$ cat src/rtl/hazard_detection_unit_pkg.sv
// Shared pipeline constants: multiply FSM encodings and default multiply latency.
// Also consumed by the forwarding and control units.
package hazard_detection_unit_pkg;

   typedef enum logic {
      IDLE = 1'b0,
      MUL  = 1'b1
   } hdu_state_e;

   localparam int MULT_LAT_DEFAULT = 4;

   // Stall/bubble control bundle driven by the hazard unit.
   typedef struct packed {
      logic pc_write;
      logic if_id_write;
      logic id_ex_write;
      logic id_ex_bubble;
      logic ex_mem_bubble;
   } stall_ctrl_t;

   // True when a non-zero EX destination matches either ID source register.
   function automatic logic src_match(input logic [4:0] rd,
                                      input logic [4:0] rs1,
                                      input logic [4:0] rs2);
      return (rd != 5'd0) && ((rd == rs1) || (rd == rs2));
   endfunction

endpackage

$ cat src/rtl/hazard_detection_unit_sat_counter16.sv
// 16-bit event counter with enable and synchronous active-low clear.
// Sticks at 16'hFFFF instead of wrapping.
module sat_counter16 (
   input  logic        clk,
   input  logic        clr_n,
   input  logic        en,
   output logic [15:0] count
);

   always_ff @(posedge clk) begin
      if (!clr_n) begin
         count <= 16'd0;
      end else if (en && (count != 16'hFFFF)) begin
         count <= count + 16'd1;
      end
   end

endmodule

$ cat src/rtl/hazard_detection_unit.sv
// Pipeline hazard unit: load-use stall, multi-cycle multiply stall in EX,
// and saturating counters for both stall kinds.
module hazard_detection_unit
   import hazard_detection_unit_pkg::*;
#(
   parameter int MULT_LAT = MULT_LAT_DEFAULT
) (
   input  logic        clk,
   input  logic        arst_n,
   input  logic [4:0]  rs1_IF_ID,
   input  logic [4:0]  rs2_IF_ID,
   input  logic [4:0]  rd_ID_EX,
   input  logic        mem_2_reg_EX,
   input  logic        reg_write_EX,
   input  logic        mult_EX,
   output logic        pc_write,
   output logic        if_id_write,
   output logic        id_ex_write,
   output logic        id_ex_bubble,
   output logic        ex_mem_bubble,
   output logic        mult_busy,
   output logic [15:0] load_use_stalls,
   output logic [15:0] mult_stalls
);

   localparam logic [2:0] LAST_CNT = 3'(MULT_LAT - 1);

   hdu_state_e  state;
   logic [2:0]  cnt;
   logic        load_use;
   logic        mul_stall;
   logic        lu_stall;
   stall_ctrl_t ctrl;

   // The release cycle (MUL, cnt==LAST_CNT) never retriggers because the
   // IDLE->MUL arc is only taken from IDLE.
   always_ff @(posedge clk) begin
      if (!arst_n) begin
         state <= IDLE;
         cnt   <= 3'd0;
      end else begin
         case (state)
            IDLE: begin
               if (mult_EX) begin
                  state <= MUL;
                  cnt   <= 3'd1;
               end
            end
            MUL: begin
               if (cnt == LAST_CNT) begin
                  state <= IDLE;
                  cnt   <= 3'd0;
               end else begin
                  cnt <= cnt + 3'd1;
               end
            end
            default: begin
               state <= IDLE;
               cnt   <= 3'd0;
            end
         endcase
      end
   end

   assign load_use  = mem_2_reg_EX && reg_write_EX &&
                      src_match(rd_ID_EX, rs1_IF_ID, rs2_IF_ID);
   assign mul_stall = ((state == IDLE) && mult_EX) ||
                      ((state == MUL) && (cnt != LAST_CNT));
   assign lu_stall  = load_use && !mul_stall;

   // Multiply freezes IF/ID/EX and bubbles EX/MEM; it outranks load-use.
   always_comb begin
      ctrl = '{pc_write: 1'b1, if_id_write: 1'b1, id_ex_write: 1'b1,
               id_ex_bubble: 1'b0, ex_mem_bubble: 1'b0};
      if (mul_stall) begin
         ctrl = '{pc_write: 1'b0, if_id_write: 1'b0, id_ex_write: 1'b0,
                  id_ex_bubble: 1'b0, ex_mem_bubble: 1'b1};
      end else if (load_use) begin
         ctrl = '{pc_write: 1'b0, if_id_write: 1'b0, id_ex_write: 1'b1,
                  id_ex_bubble: 1'b1, ex_mem_bubble: 1'b0};
      end
   end

   assign pc_write      = ctrl.pc_write;
   assign if_id_write   = ctrl.if_id_write;
   assign id_ex_write   = ctrl.id_ex_write;
   assign id_ex_bubble  = ctrl.id_ex_bubble;
   assign ex_mem_bubble = ctrl.ex_mem_bubble;
   assign mult_busy     = mul_stall;

   sat_counter16 u_load_use_cnt (
      .clk   (clk),
      .clr_n (arst_n),
      .en    (lu_stall),
      .count (load_use_stalls)
   );

   sat_counter16 u_mult_cnt (
      .clk   (clk),
      .clr_n (arst_n),
      .en    (mul_stall),
      .count (mult_stalls)
   );

endmodule

$ cat config.mk
export PLATFORM = sky130hd
export DESIGN_NAME = hazard_detection_unit
export DESIGN_NICKNAME = d
export VERILOG_FILES = /design/src/rtl/hazard_detection_unit_pkg.sv /design/src/rtl/hazard_detection_unit_sat_counter16.sv /design/src/rtl/hazard_detection_unit.sv
export SDC_FILE = /design/constraint.sdc
export NUM_CORES = 1
export LEC_CHECK = 0
export ABC_AREA = 1
export ABC_CLOCK_PERIOD_IN_PS = 1600
export CELL_PAD_IN_SITES_DETAIL_PLACEMENT = 1
export CELL_PAD_IN_SITES_GLOBAL_PLACEMENT = 1
export CORE_MARGIN = 3
export CORE_UTILIZATION = 29
export DETAILED_ROUTE_END_ITERATION = 10
export GPL_TIMING_DRIVEN = 0
export PLACE_DENSITY = 0.77
export SLEW_MARGIN = 20
export SYNTH_ARGS = -nofsm -noshare
export SYNTH_HDL_FRONTEND = slang
export SYNTH_SLANG_ARGS = --single-unit
$ cat constraint.sdc
create_clock -name clk -period 1.6 [get_ports clk]
set_clock_uncertainty 0.05 [all_clocks]
set_input_delay 0.4 -clock clk [delete_from_list [all_inputs] [get_ports clk]]
set_output_delay 0.4 -clock clk [all_outputs]
set_load 0.03 [all_outputs]
=== After elaboration in Yosys (flattened, before gate mapping) ===
Cells that the tools add are included.

* Register bits: 36
* Input port bits: 20
* Output and inout port bits: 38
* Logic and storage cells: 35

* Add/sub/neg operators: 3
* Equality and inequality tests: 7
* Multiplexer cells: 8
* Bitwise gates (word level): 1
* Reductions and logical operators: 12

{| class="wikitable"
|+ Operators by type and width
! kind !! count
|-
| $add 16x1->16 const B || 2
|-
| $ne 16x16->1 const B || 2
|-
| $eq 5x5->1 || 2
|-
| $mux 5 || 2
|-
| $logic_and 1x1->1 || 8
|-
| $mux 3 || 2
|-
| $pmux 3 s2 || 1
|-
| $reduce_bool 5->1 || 1
|-
| $add 3x1->3 const B || 1
|-
| $eq 3x2->1 const B || 1
|-
| $ne 3x2->1 const B || 1
|-
| $logic_or 1x1->1 || 2
|-
| $mux 1 || 2
|-
| $ne 2x2->1 const B || 1
|-
| $pmux 1 s2 || 1
|-
| $logic_not 1->1 || 1
|-
| $not 1->1 || 1
|}

=== Logic depth before layout (Yosys ltp) ===
Gate-level depths: netlist of run 1.

* Word-level depth: 6
* Depth in mapped cells: 12
* Depth with buffers taken out: 11

=== By module ===
Synthesis of run 1 repeated with hierarchy kept, for this count alone.

* Cells, all modules: 373
* Area, all modules: 2394.8 um^2

{| class="wikitable"
|+ By module, submodules not included
! module !! instances !! cells an instance !! area each (um^2) !! seq. area each (um^2)
|-
| sat_counter16 || 2 || 149 || 996.0 || 320.3
|-
| hazard_detection_unit || 1 || 75 || 402.9 || 80.1
|}

=== Least setup slack after synthesis of run 1 ===
Ideal clock, no wire load.

* Kind: register -> output
* From: register cnt[0]
* To: output pc_write
* Data arrival time: 2081 ps
* Required time: 1150 ps
* Path slack: -931 ps
* Cell stages (with the launch flop): 7
* Path buffers: 1
* Cell sequence: dfxtp_1 ha_1 nand2_1 o21ai_2 inv_2 a21oi_1 buf_4

* Word-level cells in the longest chain between the ends: 4

{| class="wikitable"
|+ RTL lines
! item !! line !! text
|-
| start: declaration || hazard_detection_unit.sv:29 || <nowiki>logic [2:0] cnt;</nowiki>
|-
| start signal: assignment || hazard_detection_unit.sv:54 || <nowiki>cnt <= cnt + 3'd1;</nowiki>
|-
| $ne 3x2->1 || hazard_detection_unit.sv:68 || <nowiki>((state == MUL) && (cnt != LAST_CNT));</nowiki>
|-
| $logic_and 1x1->1 || hazard_detection_unit.sv:68 ||
|-
| $logic_or 1x1->1 || hazard_detection_unit.sv:67 || <nowiki>assign mul_stall = ((state == IDLE) && mult_EX) ||</nowiki>
|-
| $mux 5 || hazard_detection_unit.sv:75 || <nowiki>if (mul_stall) begin</nowiki>
|-
| end: declaration || hazard_detection_unit.sv:16 || <nowiki>output logic pc_write,</nowiki>
|}

No other way between the ends.

=== Worst setup path after layout of run 1 ===
* From: register cnt[1]
* To: output pc_write

Same word-level chain as after synthesis.

==> impl_metrics.ini, run 1 <==
[clock_network]
clock_latency_ns = 0.31
htree_num_levels = 2
cts-hold-fix-buffers = 0
clk_pin_slew_worst_paths_ns = 0.07
numCtsBuffers = 5
cts_buffer_depth = 2
cts_root_buf = sky130_fd_sc_hd__clkbuf_8
cts_tree = done
clkSinkCount = 36

[critical_path]
crit_path_top_delay_cell = sky130_fd_sc_hd__dfxtp_2
cpLargestDelayFamily = flip-flops
path_common_cell = sky130_fd_sc_hd__buf_6
critical_path.max_stage_delay_ns = 0.36
worst-path-buf-inv = 3
start_point_of_the_critical_path = cnt[1]
worst_ep_required_time_ns = 1.15
timing.rr.start = u_load_use_cnt.count[0]
start_kind = register
crit_path_dat_ns = 1.53
path_cells = ha_4, nand2_4, o21ai_4, inv_4, a21oi_4, buf_6, buf_6
crit_path_end_kind = output port
path_max_fanout = 4
crit_type = reg2out

[power_and_ir_drop]
switchingPower_mw = 0.623
clockPowerShare = 0.389
internal_power_mw = 1.55
power_frac_seq = 0.426
power_dens_cells_mw_per_mm2 = 565
switching_share = 0.286
combinationalPowerShare = 0.185
total_power_mw = 2.18
power_leakage_nw = 1.67
ir_worst_vdd_uv = 466

[worst_hold_path]
timing.hold.worst.class = reg2reg
timing.hold.worst.start = cnt[2]

[timing]
max_slew.worst_pin.slew_ns = 0.536
max_slew_margin = 0.643
report.final.setup_viol = 28
timing.fmax_ghz = 0.504
min_period_ns = 1.98
maxSlewViolCount = 0
rsz0062_at_grt = true
finalHoldViolCount = 0
final.setup.worst_slack_ns = -0.384
post-route-period-util = 1.24

[synth]
synth_area_leader_cell = sky130_fd_sc_hd__dfxtp_1
synth_sequential_area_ratio = 0.335
ys.warnings.count = 0
ys_ff_latch = 36
synth_area_mm2 = 0.00215
synth.area.top_cells = sky130_fd_sc_hd__dfxtp_1 (33%), sky130_fd_sc_hd__nand2_1 (17%), sky130_fd_sc_hd__nor2_1 (13%)
syn-instance-count = 351
avgSynthCellArea_um2 = 6.13
netlist.area_leader.share = 0.335
synth_cell_type_count = 29
postSynthNetCount = 374

[floorplanning]
design.portCount = 58
die_h_um = 92.1
dieArea_mm2 = 0.00849
standard_cell_row_count = 30
dieWidth_um = 92.1
design.core.area_mm2 = 0.00698
initial_utilization = 0.308

[routing]
antenna_left = 0
drt-initial-drc-count = 72
detail_route.wl_per_cell_um = 16.2
drc = 0
drtPass1Iterations = 4
wirelength_um = 8820
routed-via-count = 2625
via_per_inst = 4.81

[job]
cap_violations = 0

[placed_design]
place_congestion = 0.792
numPortBuffers = 57
detailed_place_hpwl_um = 5130
dp.cells = 504

[global_route]
maximum_number_of_pins_on_one_net_before_global_route_repair = 13
gr_overflow_total = 0
grt_antenna_before_repair = 0
first_global_vias = 2771
grt_pass1_wl_um = 13300
globalRouteTotalUtil = 0.194

[layout]
finalNonFillerCells = 546
layout.core_utilization = 0.551
syn2layout_area_growth_pct = 78.9
final_net_count = 472
n_antenna_cell = 0
layout-drive-gt1-share = 0.416

[run_status]
run_status = finished with violations
violations_in_the_final_reports = setup timing
layout make-up:
class | instances | area [um2]
sequential | 36 | 758
clock buffer | 5 | 68.8
timing repair buffer | 92 | 902
fill | 874 | 3130
multi-input combinational | 256 | 1670
buffer | 7 | 75.1
inverter | 51 | 213
tap | 96 | 120
clock inverter | 3 | 41.3
metal layers:
| metal | part of all wire | vias up | routed length, um | global-route usage |
|---|---|---|---|---|
| li1 | - | 1287 | - | - |
| met1 | 0.39 | 1271 | 3450 | 0.209 |
| met2 | 0.55 | 49 | 4890 | 0.372 |
| met3 | 0.028 | 18 | 243 | 0.0410 |
| met4 | 0.027 | 0 | 242 | 0.0656 |
| met5 | 0 | - | 0 | 0 |
cell usage after synthesis:
master                     instances
sky130_fd_sc_hd__nand2_1          97
sky130_fd_sc_hd__nor2_1           75
sky130_fd_sc_hd__inv_1            49
sky130_fd_sc_hd__dfxtp_1          36
sky130_fd_sc_hd__nand3_1          20
sky130_fd_sc_hd__a21oi_1          15
sky130_fd_sc_hd__nand4_1           8
sky130_fd_sc_hd__o21ai_0           8
sky130_fd_sc_hd__nor3_1            6
sky130_fd_sc_hd__xnor2_1           5
sky130_fd_sc_hd__xor2_1            4
sky130_fd_sc_hd__buf_6             3
sky130_fd_sc_hd__ha_1              3
sky130_fd_sc_hd__nand2_2           3
sky130_fd_sc_hd__buf_4             2
sky130_fd_sc_hd__clkbuf_1          2
sky130_fd_sc_hd__inv_2             2
sky130_fd_sc_hd__o21ai_2           2
sky130_fd_sc_hd__a211oi_1          1
sky130_fd_sc_hd__a31oi_1           1
sky130_fd_sc_hd__and3_1            1
sky130_fd_sc_hd__clkbuf_4          1
sky130_fd_sc_hd__nand3_4           1
sky130_fd_sc_hd__nand4_2           1
sky130_fd_sc_hd__nor2_2            1
sky130_fd_sc_hd__nor3b_1           1
sky130_fd_sc_hd__nor4_1            1
sky130_fd_sc_hd__o21ai_1           1
sky130_fd_sc_hd__o21bai_1          1
tightest hold or removal path, delay by kind of cell, from the launching register on:
| family | cells | cell delay [ns] |
|---|---|---|
| AND/OR/NAND/NOR | 1 | 0.05 |
| flip-flops | 1 | 0.32 |
| AO/OA/AOI/OAI | 1 | 0.08 |
cells in the final DEF, fill, tap and decap left out, drive strengths merged:
master	netlist	routed
a211oi	1	1
a21oi	15	15
a31oi	1	1
and3	1	1
buf	5	49
bufinv	0	1
clkbuf	3	14
clkdlybuf4s15	0	25
clkdlybuf4s50	0	3
clkinv	0	2
clkinvlp	0	1
dfxtp	36	36
dlygate4sd2	0	13
ha	3	3
inv	51	50
nand2	100	100
nand3	21	21
nand4	9	9
nor2	76	76
nor3	6	6
nor3b	1	1
nor4	1	1
o21ai	11	11
o21bai	1	1
xnor2	5	5
xor2	4	4
path summary, 6_finish.rpt:
path / slack (ns) / depth (start not counted) / endpoint
worst max-delay path: -0.38 / 7 / pc_write
worst min-delay path: 0.44 / 2 / cnt[2]
worst max register to register: -0.14 / 12 / u_load_use_cnt.count[15]
worst min register to register: 0.44 / 2 / cnt[2]
power by group through the flow:
stage | Sequential, mW | Combinational (mW) | Clock [mW]
after floorplan | 0.956 | 0.155 | 0
after global placement | 0.943 | 0.289 | 0
after detailed placement | 0.943 | 0.297 | 0
after CTS | 0.924 | 0.348 | 0.864
after global routing | 0.929 | 0.439 | 0.907
final | 0.927 | 0.403 | 0.847
state kept, by name (all words and copies together), names as in the netlist:
name	cells
u_mult_cnt.count	16
cnt	3
state	1
u_load_use_cnt.count	16
timing repair:
item	CTS	global route
pin swaps	46	31
gates resized for setup	202	103
buffers inserted	25	10
hold endpoints to repair	0	0
endpoints found under the setup margin	70	51
cloned	2	0
metrics by stage:
| stage | area [um2] | hold WS, ns | setup WS, ns | TNS (ns) |
|---|---|---|---|---|
| after CTS | 3530 | 0.414 | -0.398 | -3.41 |
| after detailed placement | 2940 | 0.403 | -1.44 | -24.42 |
| after floorplan | 2250 | 0.378 | -0.326 | -1.47 |
| final | 3850 | 0.437 | -0.384 | -4.12 |
| after global placement | 2940 | 0.392 | -1.38 | -21.94 |
| after global routing | 3850 | 0.459 | -0.465 | -7.10 |
kinds of logic after synthesis:
| group | after synthesis | synth area share |
|---|---|---|
| AOI/OAI and AO/OA | 29 | 0.0738 |
| xor gates and xnor gates | 9 | 0.0366 |
| adders and majority gates | 3 | 0.0174 |
| buffers and inverters | 59 | 0.119 |
| DFF | 36 | 0.335 |
| and+or+nand+nor | 215 | 0.419 |
Power figures use the tool's default switching activity.
==> run 2, diff against run 1 <==
--- a/config.mk
+++ b/config.mk
@@ -14,7 +14,7 @@
 export DETAILED_ROUTE_END_ITERATION = 10
 export GPL_TIMING_DRIVEN = 0
 export PLACE_DENSITY = 0.77
-export SLEW_MARGIN = 20
+export SLEW_MARGIN = 15
 export SYNTH_ARGS = -nofsm -noshare
 export SYNTH_HDL_FRONTEND = slang
 export SYNTH_SLANG_ARGS = --single-unit
==> results of run 2 <==
The final DEF is identical to that of run 1; final timing and power are the same.
